===== config.mk =====
export PLATFORM = sky130hd
export DESIGN_NAME = fsm_step_sequencer
export DESIGN_NICKNAME = d
export VERILOG_FILES = /design/src/rtl/fsm_seq_pkg.sv /design/src/rtl/sync_edge.sv /design/src/rtl/fsm_step_sequencer.sv
export SDC_FILE = /design/constraint.sdc
export NUM_CORES = 1
export LEC_CHECK = 0
export BUFFER_PORTS_ARGS = -buffer_cell sky130_fd_sc_hd__clkbuf_2
export CAP_MARGIN = 40
export CORE_ASPECT_RATIO = 0.6
export CORE_MARGIN = 2
export CORE_UTILIZATION = 30
export DETAILED_ROUTE_END_ITERATION = 7
export GPL_TIMING_DRIVEN = 0
export SLEW_MARGIN = 0
export SYNTH_ARGS = -nofsm -noshare
export SYNTH_HDL_FRONTEND = slang
export SYNTH_SLANG_ARGS = --single-unit

===== constraint.sdc =====
create_clock -name clk -period 5.9 [get_ports clk]
set_clock_uncertainty 0.2 [all_clocks]
set_input_delay 1.18 -clock clk [delete_from_list [all_inputs] [get_ports clk]]
set_output_delay 1.18 -clock clk [all_outputs]
set_load 0.02 [all_outputs]

===== src/rtl/fsm_seq_pkg.sv =====
// Shared phase encodings and display codes for the step sequencer.
package fsm_seq_pkg;

  typedef enum logic [1:0] {
    PH_IDLE  = 2'd0,
    PH_COUNT = 2'd1,
    PH_WAIT  = 2'd2,
    PH_DONE  = 2'd3
  } phase_e;

  localparam logic [7:0] LED_IDLE  = 8'd0;
  localparam logic [7:0] LED_COUNT = 8'd10;
  localparam logic [7:0] LED_WAIT  = 8'd5;
  localparam logic [7:0] LED_DONE  = 8'd15;

  function automatic logic [7:0] led_of(phase_e p);
    logic [7:0] code;
    case (p)
      PH_COUNT: code = LED_COUNT;
      PH_WAIT:  code = LED_WAIT;
      PH_DONE:  code = LED_DONE;
      default:  code = LED_IDLE;
    endcase
    return code;
  endfunction

endpackage


===== src/rtl/sync_edge.sv =====
// Two-flop synchronizer for a slow asynchronous level, with rise/fall pulses
// taken from the synchronized value against a one-cycle delayed copy.
module sync_edge (
  input  logic clk,
  input  logic rst_n,
  input  logic d_i,
  output logic level_o,
  output logic rise_o,
  output logic fall_o
);

  logic meta_q, sync_q, dly_q;

  always_ff @(posedge clk or negedge rst_n) begin
    if (!rst_n) begin
      meta_q <= 1'b0;
      sync_q <= 1'b0;
      dly_q  <= 1'b0;
    end else begin
      meta_q <= d_i;
      sync_q <= meta_q;
      dly_q  <= sync_q;
    end
  end

  assign level_o = sync_q;
  assign rise_o  = sync_q & ~dly_q;
  assign fall_o  = ~sync_q & dly_q;

endmodule


===== src/rtl/fsm_step_sequencer.sv =====
// Four-phase display sequencer: prescaler tick / step button arbitration,
// req/ack advance handshake and per-phase LED code.
// phase | IDLE: wait for go rise | COUNT: spend COUNT_STEPS advances | WAIT, DONE: one advance each
module fsm_step_sequencer
  import fsm_seq_pkg::*;
#(
  parameter int unsigned MAX_COUNT   = 10_000_000,
  parameter int unsigned COUNT_STEPS = 3
) (
  input  logic       clk,
  input  logic       rst_n,
  input  logic       go,
  input  logic       step,
  input  logic       auto_mode,
  input  logic       adv_ack,
  output logic       adv_req,
  output logic [1:0] phase,
  output logic [7:0] led_code,
  output logic       busy,
  output logic       missed
);

  localparam int SW = $clog2(COUNT_STEPS + 1);
  localparam logic [23:0]   PRE_LAST   = 24'(MAX_COUNT - 1);
  localparam logic [SW-1:0] STEPS_LAST = SW'(COUNT_STEPS);

  logic go_lvl, go_rise, go_fall;
  logic step_lvl, step_rise, step_fall;
  logic unused_sync;

  sync_edge u_sync_go (
    .clk(clk), .rst_n(rst_n), .d_i(go),
    .level_o(go_lvl), .rise_o(go_rise), .fall_o(go_fall)
  );

  sync_edge u_sync_step (
    .clk(clk), .rst_n(rst_n), .d_i(step),
    .level_o(step_lvl), .rise_o(step_rise), .fall_o(step_fall)
  );

  assign unused_sync = go_fall ^ step_lvl ^ step_fall;

  phase_e        phase_q, phase_d;
  logic [23:0]   pre_q, pre_d;
  logic [SW-1:0] step_cnt_q, step_cnt_d, step_inc;
  logic          req_q, req_d;
  logic          missed_q, missed_d;
  logic [7:0]    led_q;
  logic          busy_q;
  logic [1:0]    prime_q;
  logic          armed_q;

  logic tick, ev, abort, accept, go_start, idle_entry;

  // A go level held high through reset must not look like a rise: only start
  // once the synchronizer has delivered a genuine low sample.
  assign go_start = go_rise & armed_q;

  assign tick     = (phase_q != PH_IDLE) && (pre_q == PRE_LAST);
  assign ev       = (auto_mode & tick) | step_rise;
  assign abort    = (phase_q != PH_IDLE) & ~go_lvl;
  assign accept   = ev & ~req_q & (phase_q != PH_IDLE) & ~abort;
  assign step_inc = step_cnt_q + SW'(1);

  always_comb begin
    phase_d    = phase_q;
    step_cnt_d = step_cnt_q;
    req_d      = req_q & ~adv_ack;
    if (abort) begin
      phase_d = PH_IDLE;
      req_d   = 1'b0;
    end else if (accept) begin
      req_d = 1'b1;
      case (phase_q)
        PH_COUNT: begin
          step_cnt_d = step_inc;
          if (step_inc == STEPS_LAST) phase_d = PH_WAIT;
        end
        PH_WAIT: phase_d = PH_DONE;
        PH_DONE: phase_d = PH_IDLE;
        default: phase_d = PH_IDLE;
      endcase
    end else if ((phase_q == PH_IDLE) && go_start) begin
      phase_d    = PH_COUNT;
      step_cnt_d = '0;
    end
  end

  assign idle_entry = (phase_q != PH_IDLE) && (phase_d == PH_IDLE);

  always_comb begin
    missed_d = (missed_q | (ev & req_q)) & ~idle_entry;
    if ((phase_q == PH_IDLE) || (phase_d == PH_IDLE) || tick) pre_d = '0;
    else pre_d = pre_q + 24'd1;
  end

  always_ff @(posedge clk or negedge rst_n) begin
    if (!rst_n) begin
      phase_q    <= PH_IDLE;
      pre_q      <= '0;
      step_cnt_q <= '0;
      req_q      <= 1'b0;
      missed_q   <= 1'b0;
      led_q      <= LED_IDLE;
      busy_q     <= 1'b0;
      prime_q    <= '0;
      armed_q    <= 1'b0;
    end else begin
      phase_q    <= phase_d;
      pre_q      <= pre_d;
      step_cnt_q <= step_cnt_d;
      req_q      <= req_d;
      missed_q   <= missed_d;
      led_q      <= led_of(phase_d);
      busy_q     <= (phase_d != PH_IDLE);
      prime_q    <= {prime_q[0], 1'b1};
      armed_q    <= armed_q | (prime_q[1] & ~go_lvl);
    end
  end

  assign adv_req  = req_q;
  assign phase    = phase_q;
  assign led_code = led_q;
  assign busy     = busy_q;
  assign missed   = missed_q;

endmodule

# Yosys cells after proc, flatten, opt, wreduce, memory -nomap -nowiden
# Cells that the tools add are included.
[totals] inputBits=6 elab_cells=70 reg_bits=48 output_inout_bits=13
[classes] n_eq_ne=8 reduce_logical=11 n_mux=12 n_bitwise=22 n_addsub=2
[op_table] op="$add A24 B1 Y24 const B" n=1
[op_table] op="$eq A24 B24 Y1 const B" n=1
[op_table] op="$mux W24" n=1
[op_table] op="$mux W2" n=7
[op_table] op="$and A1 B1 Y1" n=12
[op_table] op="$pmux W4 S3" n=1
[op_table] op="$eq A2 B2 Y1 const B" n=4
[op_table] op="$not A1 Y1" n=7
[op_table] op="$reduce_bool A2 Y1" n=3
[op_table] op="$eq A2 B1 Y1 const B" n=2
[op_table] op="$logic_not A2 Y1" n=2
[op_table] op="$pmux W2 S2" n=1
[op_table] op="$logic_and A1 B1 Y1" n=3
[op_table] op="$or A1 B1 Y1" n=3
[op_table] op="$reduce_and A3 Y1" n=1
[op_table] op="$add A2 B1 Y2 const B" n=1
[op_table] op="$logic_or A1 B1 Y1" n=2
[op_table] op="$mux W1" n=2
[op_table] op="$ne A2 B1 Y1 const B" n=1

# Longest topological paths before layout
# Gate-level depths: netlist of the first run.
[logic_depth] ltp_word=13 mapped_depth=10 depth_no_buf=7

# By module
# From an unflattened synthesis of the first run, not the netlist that was laid out.
[unflattened] hier_cells=203 hier_area_um2=2072.0
[modules_own_cells] module="fsm_step_sequencer" seq_area_each_um2=875.8 cells_each=193 n_inst=1 area_each_um2=1891.8
[modules_own_cells] module="sync_edge" seq_area_each_um2=75.1 cells_each=5 n_inst=2 area_each_um2=90.1

# Worst setup path after synthesis of the first run
# Ideal clock, no wire load.
[synth_timing] path_kind="register -> register" startpoint="register phase_q[1], in the netlist phase[1]" endpoint="register pre_q[9]" synth_period_minus_slack_ns=2.663 required_time_ns=5.626 n_path_buf=2 path_slack_ns=3.237 setup_ns=0.074 path_stages_with_launch=10 arrival_ns=2.389 cell_sequence="dfrtp_1 -> inv_1 -> ha_1 -> buf_2 -> nand2b_1 -> nor3_1 -> mux2_2 -> or3_1 -> clkbuf_1 -> nor2b_1"
[synth_via] elab_chain_cells=13 word_cells_on_any_way=22 classes_between="eq/ne: 2; mux: 6; bitwise: 7; reduce/logical: 7"
[synth_rtl] element="from (decl)" line_no="fsm_step_sequencer.sv:43" rtl="phase_e phase_q, phase_d;"
[synth_rtl] element="from (signal assigned)" line_no="fsm_step_sequencer.sv:109" rtl="phase_q <= phase_d;"
[synth_rtl] element="$reduce_bool A2 Y1" line_no="fsm_step_sequencer.sv:59, fsm_step_sequencer.sv:61, fsm_step_sequencer.sv:62"
[synth_rtl] element="$logic_and A1 B1 Y1" line_no="fsm_step_sequencer.sv:59" rtl="assign tick = (phase_q != PH_IDLE) && (pre_q == PRE_LAST);"
[synth_rtl] element="$and A1 B1 Y1" line_no="fsm_step_sequencer.sv:60" rtl="assign ev = (auto_mode & tick) | step_rise;"
[synth_rtl] element="$or A1 B1 Y1" line_no="fsm_step_sequencer.sv:60"
[synth_rtl] element="$and A1 B1 Y1 (3 in series)" line_no="fsm_step_sequencer.sv:62" rtl="assign accept = ev & ~req_q & (phase_q != PH_IDLE) & ~abort;"
[synth_rtl] element="$mux W2" line_no="fsm_step_sequencer.sv:72" rtl="end else if (accept) begin"
[synth_rtl] element="$mux W2" line_no="fsm_step_sequencer.sv:69" rtl="if (abort) begin"
[synth_rtl] element="$logic_not A2 Y1" line_no="fsm_step_sequencer.sv:93" rtl="if ((phase_q == PH_IDLE) || (phase_d == PH_IDLE) || tick) pre_d = '0;"
[synth_rtl] element="$logic_or A1 B1 Y1" line_no="fsm_step_sequencer.sv:93"
[synth_rtl] element="$logic_or A1 B1 Y1 *" line_no="fsm_step_sequencer.sv:93"
[synth_rtl] element="$mux W24 *" line_no="fsm_step_sequencer.sv:93"
[synth_rtl] element="via pre_d[9]" line_no="fsm_step_sequencer.sv:44" rtl="logic [23:0] pre_q, pre_d;"
[synth_rtl] element="to (signal assigned)" line_no="fsm_step_sequencer.sv:110" rtl="pre_q <= pre_d;"
[synth_rtl] element="to (decl)" line_no="fsm_step_sequencer.sv:44"
# The timed path passes the listed nets; every way through them passes the cells marked *.
# A chain may end at the register's enable or synchronous reset.

==> results of run 1 <==
cell usage after synthesis (all sizes together) (3+ instances only):
library cell / n
o21ai: 3
a2111oi: 4
dfrtp: 41
clkbuf: 4
and3: 5
nor3: 6
inv: 9
nand2b: 3
nor4: 5
nand3: 8
xnor2: 11
buf: 9
ha: 5
and2: 4
nand2: 7
nor2: 24
or4b: 3
nor3b: 3
nand4: 8
xor2: 11
o2111ai: 3
metal layers:
| metal | GRT usage (%) | wire length [um] |
|---|---|---|
| met5 | 0 | 0 |
| met4 | 2.85 | 46 |
| met3 | 3.15 | 235 |
| met2 | 14.3 | 1570 |
| met1 | 20.9 | 2540 |
cell type report:
| type | instances | area [sq um] |
|---|---|---|
| Fill cell | 673 | 4280 |
| Tap cell | 87 | 109 |
| Timing Repair Buffer | 15 | 90.1 |
| Sequential cell | 41 | 1030 |
| Clock inverter | 3 | 46.3 |
| Clock buffer | 5 | 125 |
| Buffer | 13 | 77.6 |
| Multi-Input combinational cell | 147 | 1030 |
| Inverter | 9 | 33.8 |
registers in the layout (all words and copies together), names as in the netlist, 2 cells and up:
| register | flops |
|---|---|
| pre_q | 24 |
| led_code | 2 |
| step_cnt_q | 2 |
| prime_q | 2 |
report_power, final:
group	switching, mW	internal (mW)	leakage, nW
Sequential	0.0161	0.297	0.545
Clock	0.113	0.200	0.0800
Combinational	0.111	0.0707	0.421
Total	0.240	0.568	1.05
critical path, cell delays in order (launching register included):
cell,delay [ps]
dfrtp_1,500
inv_1,130
ha_1,190
buf_2,170
and4b_1,200
clkbuf_1,180
nor3_1,360
mux2_2,230
or3_1,110
clkbuf_1,420
nor2_1,120
how the worst max path moves through the flow:
stage                startpoint         to  slack [ps]  depth (start not counted)
floorplan              phase[1]   pre_q[9]        3240                          9
global placement       phase[1]   pre_q[5]        3000                         10
detailed placement  led_code[1]   pre_q[5]        2980                          9
CTS                 led_code[1]   pre_q[5]        2940                          9
global route           phase[1]  pre_q[15]        2720                         10
finish              led_code[1]   pre_q[5]        2960                         10
cells by family (layout without fill, tap and decap cells):
family / after synthesis / after routing / synth area share (%)
fa+ha+maj: 5 / 5 / 2.90
simple gates: 90 / 90 / 24.5
other cells: 2 / 5 / 0.349
compound gates: 23 / 23 / 9.47
xor+xnor: 22 / 22 / 8.94
mux: 2 / 2 / 1.05
flops: 41 / 41 / 47.6
buf+inv: 22 / 45 / 5.17
==> results.py, run 1 <==
metrics = {
    "outcome": {
        "status": "finished, final reports clean",
    },
    "cells_and_area": {
        "drive_gt1_share_pct": 17.6,
        "antenna_cells": 0,
        "layout_commonest_cell": "dfrtp_1",
        "final_cell_mix": "dfrtp_1 (41), nor2_1 (24), clkbuf_2 (14)",
        "layout.nets": 243,
        "stdcell_area_sq_um": 2540,
        "syn_to_final_growth_pct": 17.7,
        "final_core_util_pct": 37.2,
        "fin_cells": 320,
    },
    "critical_path": {
        "worstPathRequired_ps": 5840,
        "rrSetupSlack_ps": 2960,
        "worstPathArrival_ps": 2880,
        "crit_fanout": 10,
        "worstSetupPathType": "flip-flop to flip-flop",
        "r2r_start": "led_code[1]",
        "crit_path_start_kind": "flip-flop",
        "reg2reg_depth": 10,
        "timing.rr.end": "pre_q[5]",
        "endpoint_kind": "flip-flop",
    },
    "clock_tree": {
        "cts_buffer_depth": 2,
        "cts-buffers-inserted": 5,
        "cts_tree": "built",
        "post_cts_resized": 0,
        "post_cts_buffers": 0,
        "hold_buffers": 0,
        "cts.sinks": 41,
        "clk_pin_slew_ps": 60,
        "cts_root_buffer": "clkbuf_16",
        "clock_latency_ps": 280,
        "cts_max_level": 2,
    },
    "timing": {
        "max_freq_mhz": 340,
        "fin_setup_tns_ps": 0,
        "finalHoldViolCount": 0,
        "fin_ws_ps": 2960,
        "tightest_slew_ps": 628,
        "setup_viol": 0,
        "post-route-period-util_pct": 49.8,
        "rsz0062_at_grt": "no",
        "slew_headroom_pct": 57.8,
        "drv_slew": 0,
        "period_needed_ps": 2940,
        "hold_slack_ps": 148,
    },
    "floorplan": {
        "die_h_um": 69.6,
        "chipWidth_um": 113,
        "fp.dieArea_sq_um": 7900,
        "pin_count": 19,
        "core_area_sq_um": 6820,
        "start_util_pct": 31.6,
        "rows": 23,
    },
    "worst_hold_path": {
        "hold_path_end": "prime_q[1]",
        "hold_class": "flip-flop to flip-flop",
        "min_path_cells": 0,
        "hold_start": "prime_q[0]",
    },
    "global_routing": {
        "grt_max_degree": 29,
        "grt_pass1_vias": 1503,
        "gr-total-overflow": 0,
        "grt_usage_pct": 12.2,
        "antenna_found_initial": 0,
        "grt_pass1_wl_um": 7760,
    },
    "synth": {
        "synth_area_leaders": "dfrtp_1 (48%), xnor2_1 (4.5%), xor2_1 (4.5%)",
        "synth_ff_type": "dfrtp_1",
        "synth_cell_types": 51,
        "yosysTopAreaCellShare_pct": 47.6,
        "syn_area_sq_um": 2150,
        "synth_area_leader_cell": "dfrtp_1",
        "ys_warn_count": 0,
        "ys_ff_latch": 41,
        "synth-seq-area-share_pct": 47.6,
        "async_reset_ff_share_pct": 100,
        "synth_edf_count": 0,
        "avgSynthCellArea_sq_um": 10.4,
        "syn_inst": 207,
    },
    "job": {
        "cap_viol_max_count": 0,
    },
    "placed_design": {
        "placed_cells": 312,
        "hpwl_um": 3250,
        "io_buffers": 14,
        "post-place-ws_ps": 2980,
        "gp_congestion": 0.808,
        "post_dp_cell_area_sq_um": 2360,
    },
    "pwr": {
        "peakVddDrop_mv": 0.109,
        "total_power_mw": 0.808,
        "pwr_density_cell_nw_per_um2": 319,
        "leakagePower_nw": 1.05,
    },
    "route": {
        "routed_via_density": 4.93,
        "wl_per_cell_um": 13.7,
        "dr.pass1.iters": 4,
        "first_iter_violations": 92,
        "vias": 1577,
        "drc": 0,
        "wl_um": 4390,
        "ant_nets": 0,
    },
}
No activity file was read; power rests on OpenSTA's default activity.
==> inputs of run 2 (changes only) <==
Clock period 5.9 ns to 3.1 ns, I/O delays scaled along.
==> run 2 against run 1 <==
  * First-iteration DRC count rose by 3.3%
  * Hold slack worse by 100 ps
  * Setup slack got worse by 2700 ps
  * Wire length down 0.16%
  * Final area about the same
  * Cell count is the same
  * Sequential power is 90% higher
  * Combinational power grew 91%
  * Critical endpoint unchanged
  * Largest cell class unchanged
==> results.py, run 2 (synthesis results as in run 1) <==
metrics = {
    "outcome": {
        "status": "finished, final reports clean",
    },
    "timing": {
        "drv_slew": 0,
        "tightest_slew_ps": 628,
        "finalHoldViolCount": 0,
        "max_freq_mhz": 349,
        "rsz0062_at_grt": "no",
        "setup_viol": 0,
        "period_needed_ps": 2860,
        "post-route-period-util_pct": 92.3,
        "slew_headroom_pct": 57.8,
        "fin_setup_tns_ps": 0,
    },
    "route": {
        "vias": 1577,
        "ant_nets": 0,
        "first_iter_violations": 95,
        "wl_per_cell_um": 13.7,
        "wl_um": 4380,
        "drc": 0,
        "routed_via_density": 4.93,
        "dr.pass1.iters": 4,
    },
    "floorplan": {
        "pin_count": 19,
        "core_area_sq_um": 6820,
        "fp.dieArea_sq_um": 7900,
        "rows": 23,
        "start_util_pct": 31.6,
        "die_h_um": 69.6,
        "chipWidth_um": 113,
    },
    "pwr": {
        "pwr_density_cell_nw_per_um2": 606,
        "leakagePower_nw": 1.05,
        "peakVddDrop_mv": 0.207,
        "total_power_mw": 1.54,
    },
    "clock_tree": {
        "cts_buffer_depth": 2,
        "post_cts_buffers": 0,
        "clock_latency_ps": 280,
        "cts-buffers-inserted": 5,
        "cts_tree": "built",
        "cts.sinks": 41,
        "cts_max_level": 2,
        "cts_root_buffer": "clkbuf_16",
        "hold_buffers": 0,
        "post_cts_resized": 0,
        "clk_pin_slew_ps": 60,
    },
    "placed_design": {
        "gp_congestion": 0.808,
        "io_buffers": 14,
        "hpwl_um": 3250,
    },
    "critical_path": {
        "crit_fanout": 10,
        "worstPathArrival_ps": 2870,
        "endpoint_kind": "flip-flop",
        "worstPathRequired_ps": 3110,
        "reg2reg_depth": 9,
        "max_stage_delay_ps": 500,
        "rrSetupSlack_ps": 240,
        "worstSetupPathType": "flip-flop to flip-flop",
        "crit_path_start_kind": "flip-flop",
        "worstPathCellList": "inv_1 -> ha_1 -> buf_2 -> nand2b_1 -> nor3_1 -> mux2_2 -> or3_1 -> clkbuf_2 -> nor2_1",
        "r2r_start": "led_code[1]",
        "slowest_stage": "dfrtp_1",
        "timing.rr.end": "pre_q[5]",
    },
    "cells_and_area": {
        "final_cell_mix": "dfrtp_1 (41), nor2_1 (24), clkbuf_2 (16)",
        "drive_gt1_share_pct": 18.5,
        "layout_commonest_cell": "dfrtp_1",
        "syn_to_final_growth_pct": 17.8,
        "largest_reg_flops": 24,
        "final_core_util_pct": 37.2,
        "layout.nets": 243,
        "antenna_cells": 0,
        "regMostFlops": "pre_q",
    },
    "global_routing": {
        "grt_max_degree": 29,
        "grt_usage_pct": 12.2,
        "antenna_found_initial": 0,
        "gr-total-overflow": 0,
        "grt_pass1_vias": 1503,
        "grt_pass1_wl_um": 7760,
    },
    "worst_hold_path": {
        "hold_class": "primary input to async pin",
    },
    "job": {
        "cap_viol_max_count": 0,
    },
}
-- run 2: how the worst max path moves through the flow --
stage,from,end,cells past startpoint
4_1_cts,led_code[1],pre_q[5],9
2_1_floorplan,phase[1],pre_q[9],9
6_report,led_code[1],pre_q[5],9
3_5_place_dp,led_code[1],pre_q[5],9
5_1_grt,phase[1],pre_q[5],10
3_3_place_gp,phase[1],pre_q[5],10
-- run 2: per-stage QoR --
stage / hold WS (ps) / cell area [sq um] / std cells / setup slack (ps)
after floorplan: 124 / 2170 / 210 / 437
after global placement: 133 / 2340 / 311 / 195
after detailed placement: 135 / 2360 / 312 / 175
after CTS: 58.5 / 2540 / 320 / 141
after global routing: 71.2 / 2540 / 320 / 22.2
final: 46.0 / 2540 / 320 / 238
-- run 2: final cells by class --
cell class / count / area [sq um]
fillers: 674 / 4280
multi-input cells: 147 / 1030
flip-flops and latches: 41 / 1030
clock buffers: 5 / 125
well taps: 87 / 109
repair buffers: 15 / 90.1
plain buffers: 13 / 80.1
clock inverters: 3 / 46.3
inverters: 9 / 33.8
-- run 2: routing by layer --
| layer | share of wire (%) | GRT usage (%) | vias to the layer above | wire (um) |
|---|---|---|---|---|
| met1 | 58 | 20.9 | 757 | 2540 |
| met3 | 5.2 | 3.15 | 5 | 227 |
| met4 | 0.87 | 2.85 | 0 | 38 |
| li1 | - | - | 780 | - |
| met2 | 36 | 14.3 | 35 | 1570 |
| met5 | 0 | 0 | - | 0 |
-- run 2: report_power, final --
group / switching (mW) / internal [mW] / leakage (nW)
combinational: 0.211 / 0.136 / 0.426
sequential: 0.0309 / 0.565 / 0.545
clock: 0.214 / 0.381 / 0.0800
total: 0.456 / 1.08 / 1.05
-- run 2: worst max-delay path, delay by kind of cell (launching register included) --
family / cells / cell delay, ps
AND/OR/NAND/NOR: 4 / 1010
buffers and inverters: 3 / 520
flip-flops: 1 / 500
multiplexers: 1 / 360
adder cells (fa/ha/maj): 1 / 190
